`config.mk`:
```
export PLATFORM = sky130hd
export DESIGN_NAME = scalar_wb_unit
export DESIGN_NICKNAME = d
export VERILOG_FILES = /design/src/rtl/scalar_wb_pkg.sv /design/src/rtl/wb_fifo.sv /design/src/rtl/scalar_wb_unit.sv
export SDC_FILE = /design/constraint.sdc
export NUM_CORES = 1
export LEC_CHECK = 0
export CAP_MARGIN = 20
export CELL_PAD_IN_SITES_DETAIL_PLACEMENT = 1
export CELL_PAD_IN_SITES_GLOBAL_PLACEMENT = 1
export CORE_UTILIZATION = 47
export CTS_BUF_LIST = sky130_fd_sc_hd__clkbuf_4
export CTS_CLUSTER_DIAMETER = 50
export DETAILED_ROUTE_END_ITERATION = 8
export PLACE_DENSITY_LB_ADDON = 0.1
export SLEW_MARGIN = 30
export SYNTH_ARGS = -nofsm -noshare
export SYNTH_HDL_FRONTEND = slang
export SYNTH_SLANG_ARGS = --single-unit
```
`constraint.sdc`:
```
create_clock -name clk -period 3.4 [get_ports clk]
set_input_delay 0.51 -clock clk [delete_from_list [all_inputs] [get_ports clk]]
set_output_delay 0.51 -clock clk [all_outputs]
set_load 0.01 [all_outputs]
```
`src/rtl/scalar_wb_pkg.sv`:
```
// Shared constants and the queued write-back entry type for the scalar write-back unit.
package scalar_wb_pkg;

    localparam int WB_REG_SIZE = 32;
    localparam int WB_REG_QTY  = 4;
    localparam int WB_SEL_BITS = 2;
    localparam int WB_DEPTH    = 4;
    localparam int WB_PTR_W    = $clog2(WB_DEPTH);

    typedef struct packed {
        logic [WB_SEL_BITS-1:0] idx;
        logic [WB_REG_SIZE-1:0] data;
    } wb_entry_t;

endpackage

```
`src/rtl/wb_fifo.sv`:
```
// In-order synchronous FIFO holding pending register writes; head entry is exposed combinationally.
module wb_fifo
    import scalar_wb_pkg::*;
#(
    parameter int WIDTH = $bits(wb_entry_t),
    parameter int DEPTH = WB_DEPTH,
    localparam int PTR_W = $clog2(DEPTH)
) (
    input  logic             clk,
    input  logic             reset,
    input  logic             push_i,
    input  logic [WIDTH-1:0] push_data_i,
    input  logic             pop_i,
    output logic             full_o,
    output logic             empty_o,
    output logic [PTR_W:0]   count_o,
    output logic [WIDTH-1:0] head_o
);

    logic [WIDTH-1:0] mem_q [DEPTH];
    logic [PTR_W-1:0] wr_ptr_q, rd_ptr_q;
    logic [PTR_W:0]   count_q;
    logic             do_push, do_pop;

    assign full_o  = (count_q == (PTR_W+1)'(DEPTH));
    assign empty_o = (count_q == '0);
    assign count_o = count_q;
    assign head_o  = mem_q[rd_ptr_q];

    assign do_push = push_i && !full_o;
    assign do_pop  = pop_i && !empty_o;

    // NOTE: storage needs no reset; the pointers and count alone decide which slots are valid.
    always_ff @(posedge clk) begin
        if (do_push) begin
            mem_q[wr_ptr_q] <= push_data_i;
        end
    end

    always_ff @(posedge clk or negedge reset) begin
        if (!reset) begin
            wr_ptr_q <= '0;
            rd_ptr_q <= '0;
            count_q  <= '0;
        end else begin
            if (do_push) wr_ptr_q <= wr_ptr_q + 1'b1;
            if (do_pop)  rd_ptr_q <= rd_ptr_q + 1'b1;
            case ({do_push, do_pop})
                2'b10:   count_q <= count_q + 1'b1;
                2'b01:   count_q <= count_q - 1'b1;
                default: count_q <= count_q;
            endcase
        end
    end

endmodule

```
`src/rtl/scalar_wb_unit.sv`:
```
// Write-side front end of the scalar register file: ALU/memory arbitration, in-order
// write-back FIFO, and a per-register pending scoreboard for decode-stage stalls.
module scalar_wb_unit
    import scalar_wb_pkg::*;
#(
    parameter int regSize     = WB_REG_SIZE,
    parameter int regQuantity = WB_REG_QTY,
    parameter int selBits     = WB_SEL_BITS,
    parameter int depth       = WB_DEPTH
) (
    input  logic                   clk,
    input  logic                   reset,
    input  logic                   aluValid,
    output logic                   aluReady,
    input  logic [selBits-1:0]     aluReg,
    input  logic [regSize-1:0]     aluData,
    input  logic                   memValid,
    output logic                   memReady,
    input  logic [selBits-1:0]     memReg,
    input  logic [regSize-1:0]     memData,
    input  logic                   wbStall,
    output logic                   regWrEn,
    output logic [selBits-1:0]     regToWrite,
    output logic [regSize-1:0]     dataIn,
    output logic [regQuantity-1:0] pendingMask,
    output logic                   fifoEmpty
);

    localparam int PTR_W   = $clog2(depth);
    localparam int CNT_W   = PTR_W + 1;
    localparam int ENTRY_W = selBits + regSize;

    logic               full, empty, push, pop;
    logic [CNT_W-1:0]   fifo_count;
    logic [ENTRY_W-1:0] push_entry, head;
    logic [selBits-1:0] push_idx, head_idx;
    logic [regSize-1:0] head_data;

    logic [CNT_W-1:0]       cnt_q [regQuantity];
    logic [CNT_W-1:0]       cnt_d [regQuantity];
    logic [regQuantity-1:0] pend_q, pend_d;

    // Readies are forced low during reset; full only looks at current occupancy.
    assign aluReady = reset && !full;
    assign memReady = reset && !full && !aluValid;

    assign push       = (aluValid && aluReady) || (memValid && memReady);
    assign push_idx   = aluValid ? aluReg : memReg;
    assign push_entry = aluValid ? {aluReg, aluData} : {memReg, memData};

    assign head_idx  = head[ENTRY_W-1 -: selBits];
    assign head_data = head[regSize-1:0];

    assign pop        = !empty && !wbStall;
    assign regWrEn    = pop;
    assign regToWrite = empty ? '0 : head_idx;
    assign dataIn     = empty ? '0 : head_data;
    assign fifoEmpty  = (fifo_count == '0);
    assign pendingMask = pend_q;

    wb_fifo #(
        .WIDTH (ENTRY_W),
        .DEPTH (depth)
    ) u_fifo (
        .clk         (clk),
        .reset       (reset),
        .push_i      (push),
        .push_data_i (push_entry),
        .pop_i       (pop),
        .full_o      (full),
        .empty_o     (empty),
        .count_o     (fifo_count),
        .head_o      (head)
    );

    // NOTE: next-state logic uses blocking assignments with a default first, so no latch is inferred.
    always_comb begin
        for (int i = 0; i < regQuantity; i++) begin
            cnt_d[i] = cnt_q[i];
            case ({push && (push_idx == selBits'(i)), pop && (head_idx == selBits'(i))})
                2'b10:   cnt_d[i] = cnt_q[i] + 1'b1;
                2'b01:   cnt_d[i] = cnt_q[i] - 1'b1;
                default: cnt_d[i] = cnt_q[i];
            endcase
            pend_d[i] = (cnt_d[i] != '0);
        end
    end

    always_ff @(posedge clk or negedge reset) begin
        if (!reset) begin
            for (int i = 0; i < regQuantity; i++) begin
                cnt_q[i] <= '0;
            end
            pend_q <= '0;
        end else begin
            for (int i = 0; i < regQuantity; i++) begin
                cnt_q[i] <= cnt_d[i];
            end
            pend_q <= pend_d;
        end
    end

endmodule

```
==> qor.log <==
[run_status] status finished, final reports clean
[timing] slew margin rel. 0.640
[clocking] clock buffers created by TritonCTS 17
[timing] final critical-path share of the clock period 0.917
[logic_synthesis] total nets after synthesis 449
[logic_synthesis] commonest register cell after synthesis sky130_fd_sc_hd__edfxtp_1
[job] number of maximum-capacitance violations 0
[worst_setup_path] worst r2r path cells 7
[clocking] TritonCTS clock tree done
[layout] proportion of layout cells with a drive suffix above 1 0.241
[worst_setup_path] start-to-end type of the worst setup path register to output pin
[placement] half-perimeter wire length after placement 8.63 mm
[timing] timing-limited maximum frequency 321 MHz
[worst_setup_path] required time at the worst-slack endpoint 2890 ps
[pwr] net switching power figure 0.00205 W
[pwr] P_int 0.00481 W
[worst_setup_path] critical path data arrival time 2610 ps
[layout] number of standard cells in the layout, taps in and fillers out 684
[pwr] reported leakage power 2.95 nW
[floorplan] Total Die Area 14900 µm²
[grt] overflow left after global routing 0
[logic_synthesis] library cell with the largest summed area after synthesis sky130_fd_sc_hd__edfxtp_1
[timing] smallest hold slack 350 ps
[drt] number of optimization iterations in the first detailed-route pass 4
[worst_setup_path] nature of the critical path endpoint output pin
[placement] cell area after placement 8170 µm²
[clocking] quantity of gates resized following cts 0
[worst_setup_path] CP Max Fanout 20
[drt] via count normalized by instance count 5.33
[layout] Final Net Count 577
[placement] input/output buffers 114
[timing] max-slew violation total from the final report 0
[drt] final antenna-violating net count 0
[clocking] root buffer cell sky130_fd_sc_hd__clkbuf_4
[drt] routed via count 3644
[pwr] switch share 0.299
[timing] Total Neg Setup Slack 0 ps
[floorplan] Starting Density 0.484
[logic_synthesis] Area contributors post-synth sky130_fd_sc_hd__edfxtp_1, sky130_fd_sc_hd__mux4_2, sky130_fd_sc_hd__dfrtp_1
[placement] RD Place Congestion 0.706
[floorplan] die height 122 µm
[clocking] post-CTS repair timing setup buffer count 0
[placement] Cell Count Post-Placement 651
[pwr] power share of the clock group 0.201
[worst_setup_path] Setup crit start kind register
[timing] RSZ-0062 raised after global routing no
[layout] Area Growth Syn to Fin 26.1%
[worst_hold_path] path type of the worst min-delay path primary input to async pin
[logic_synthesis] Yosys warning count 0
[timing] Final Critical Period 3120 ps
[logic_synthesis] Yosys top cell area share 0.603
[drt] DRC marker count from the first detailed-route iteration 187
[logic_synthesis] number of synthesized register bits 159
[drt] final routed wirelength across all metal layers 13.4 mm
[floorplan] core box area 14000 µm²
[clocking] number of levels in the clock H-tree 4
[layout] # fillers 1291
[timing] transition time at the pin with the least slew margin 540 ps
[layout] Finished Cell Area 8540 µm²
[logic_synthesis] syn_area_per_cell 18.7 µm²
[pwr] Combinational Power Share 0.398
[logic_synthesis] post-synthesis sequential area ratio 0.688
[grt] global-route total usage across every layer 0.197
[pwr] ratio of total power to cell area 804 nW/µm²
[logic_synthesis] Syn Std Cell Area 6770 µm²
[grt] antenna violations before repair 1
[pwr] worst IR drop on VDD 0.388 mV
[logic_synthesis] Cell variety after synth 28
[clocking] clock transition at the registers of the reported paths 130 ps
[clocking] Skew-Pair Late Insertion Delay 540 ps
[drt] post-route DRC violation count 0
[clocking] worst-case clock buffer depth 2
[timing] final worst clock skew 17.5 ps
[grt] maximum number of pins on one net before global-route repair 35
[pwr] Reg power frac 0.401
[logic_synthesis] FFs w/ async S/R, synth 0.145
[layout] final core utilization 0.610
[logic_synthesis] most frequent cell after synthesis sky130_fd_sc_hd__edfxtp_1
[floorplan] Core Rows 43
[clocking] quantity of hold-fixing buffers added after cts 0
[drt] wire per inst 19.5 µm
[grt] first-pass GRT wire length 20.8 mm
[logic_synthesis] Post-synth top cells sky130_fd_sc_hd__edfxtp_1, sky130_fd_sc_hd__mux2_2, sky130_fd_sc_hd__nor2b_1
[floorplan] number of primary I/O pins 115
[timing] final-report hold violation count 0
[logic_synthesis] gate count of the mapped netlist 362
[grt] via count of the first global-routing pass 3897
[timing] Final setup viols 0
[clocking] number of clock sinks seen by CTS 159
[floorplan] die extent in x 122 µm
[logic_synthesis] EDFF count, synth 136
## state kept, by name (all words and copies together), names as in the netlist
name,cells
pendingMask,4
u_fifo.rd_ptr_q,2
u_fifo.wr_ptr_q,2
u_fifo.mem_q,136
u_fifo.count_o,3
cnt_q,12
## metal layers
metal  vias up  part of all wire  GRT usage  wire [µm]
met1      1899              0.43      0.245       5680
li1       1649                 -          -          -
met5         -                 0          0          0
met2        90              0.52      0.337       7000
met4         0            0.0087     0.0718        116
met3         6             0.042     0.0454        563
## through the flow
step	power [W]	setup slack, ps
2_1_floorplan	0.00439	890
3_3_place_gp	0.00549	564
3_5_place_dp	0.00558	466
4_1_cts	0.00697	191
5_1_grt	0.00725	127
6_report	0.00686	284
## worst paths after layout
path | startpoint | end | slack (ps)
worst max-delay path | u_fifo.rd_ptr_q[1] | dataIn[0] | 280
worst min-delay path | reset | pendingMask[1] | 350
worst max register to register | u_fifo.rd_ptr_q[1] | pendingMask[1] | 670
worst min register to register | cnt_q[9] | cnt_q[9] | 550
max in group asynchronous | reset | u_fifo.rd_ptr_q[1] | 2780
min in group clk | cnt_q[9] | cnt_q[9] | 550
## power by group through the flow
stage          registers, W  logic (W)  clock network (W)
4_1_cts             0.00276    0.00280            0.00141
3_5_place_dp        0.00280    0.00278                  0
5_1_grt             0.00280    0.00298            0.00148
6_report            0.00275    0.00273            0.00138
2_1_floorplan       0.00271    0.00168                  0
3_3_place_gp        0.00277    0.00272                  0
## worst max-delay path, cell delays in order, from the launching register on
cell and delay (ps):
sky130_fd_sc_hd__dfrtp_2 660, sky130_fd_sc_hd__buf_4 400, sky130_fd_sc_hd__mux4_2 250, sky130_fd_sc_hd__nor2b_1 190, sky130_fd_sc_hd__clkdlybuf4s50_1 580
## placed cells by master (no fill, tap or decap), drive strengths merged
cell type,synthesis,routed
mux2,37,37
clkbuf,3,20
nor3,1,1
ha,9,9
diode,0,1
xnor2,10,10
a21oi,1,1
nor4b,2,2
nor3b,1,1
buf,14,13
xor2,4,4
clkinvlp,0,1
nor4,1,1
nor2,8,8
and3,1,1
mux4,34,34
inv,9,10
mux2i,3,3
nor2b,35,35
fa,5,5
clkinv,0,4
clkdlybuf4s50,0,113
a211oi,1,1
dfrtp,23,23
nand2,4,4
bufinv,0,6
o21ai,4,4
and2,4,4
edfxtp,136,136
nand3,8,8
or3,4,4
## cell families after synthesis
kind of cell	synth area share
flip-flops	0.688
XOR/XNOR	0.0181
multiplexers	0.179
buffers and inverters	0.0201
AND/OR/NAND/NOR	0.0586
AO/OA/AOI/OAI	0.00480
adder cells (fa/ha/maj)	0.0314
## layout make-up
type / instances / area, µm² / area share
clock inverter: 12 / 214 / 0.0251
inverter: 9 / 33.8 / 0.00396
antenna: 1 / 2.50 / 0.000293
tap: 180 / 225 / 0.0264
sequential: 159 / 4660 / 0.546
clock buffer: 20 / 150 / 0.0176
timing repair buffer: 126 / 1260 / 0.148
multi-input combinational: 177 / 1990 / 0.233
Power figures use the tool's default switching activity.
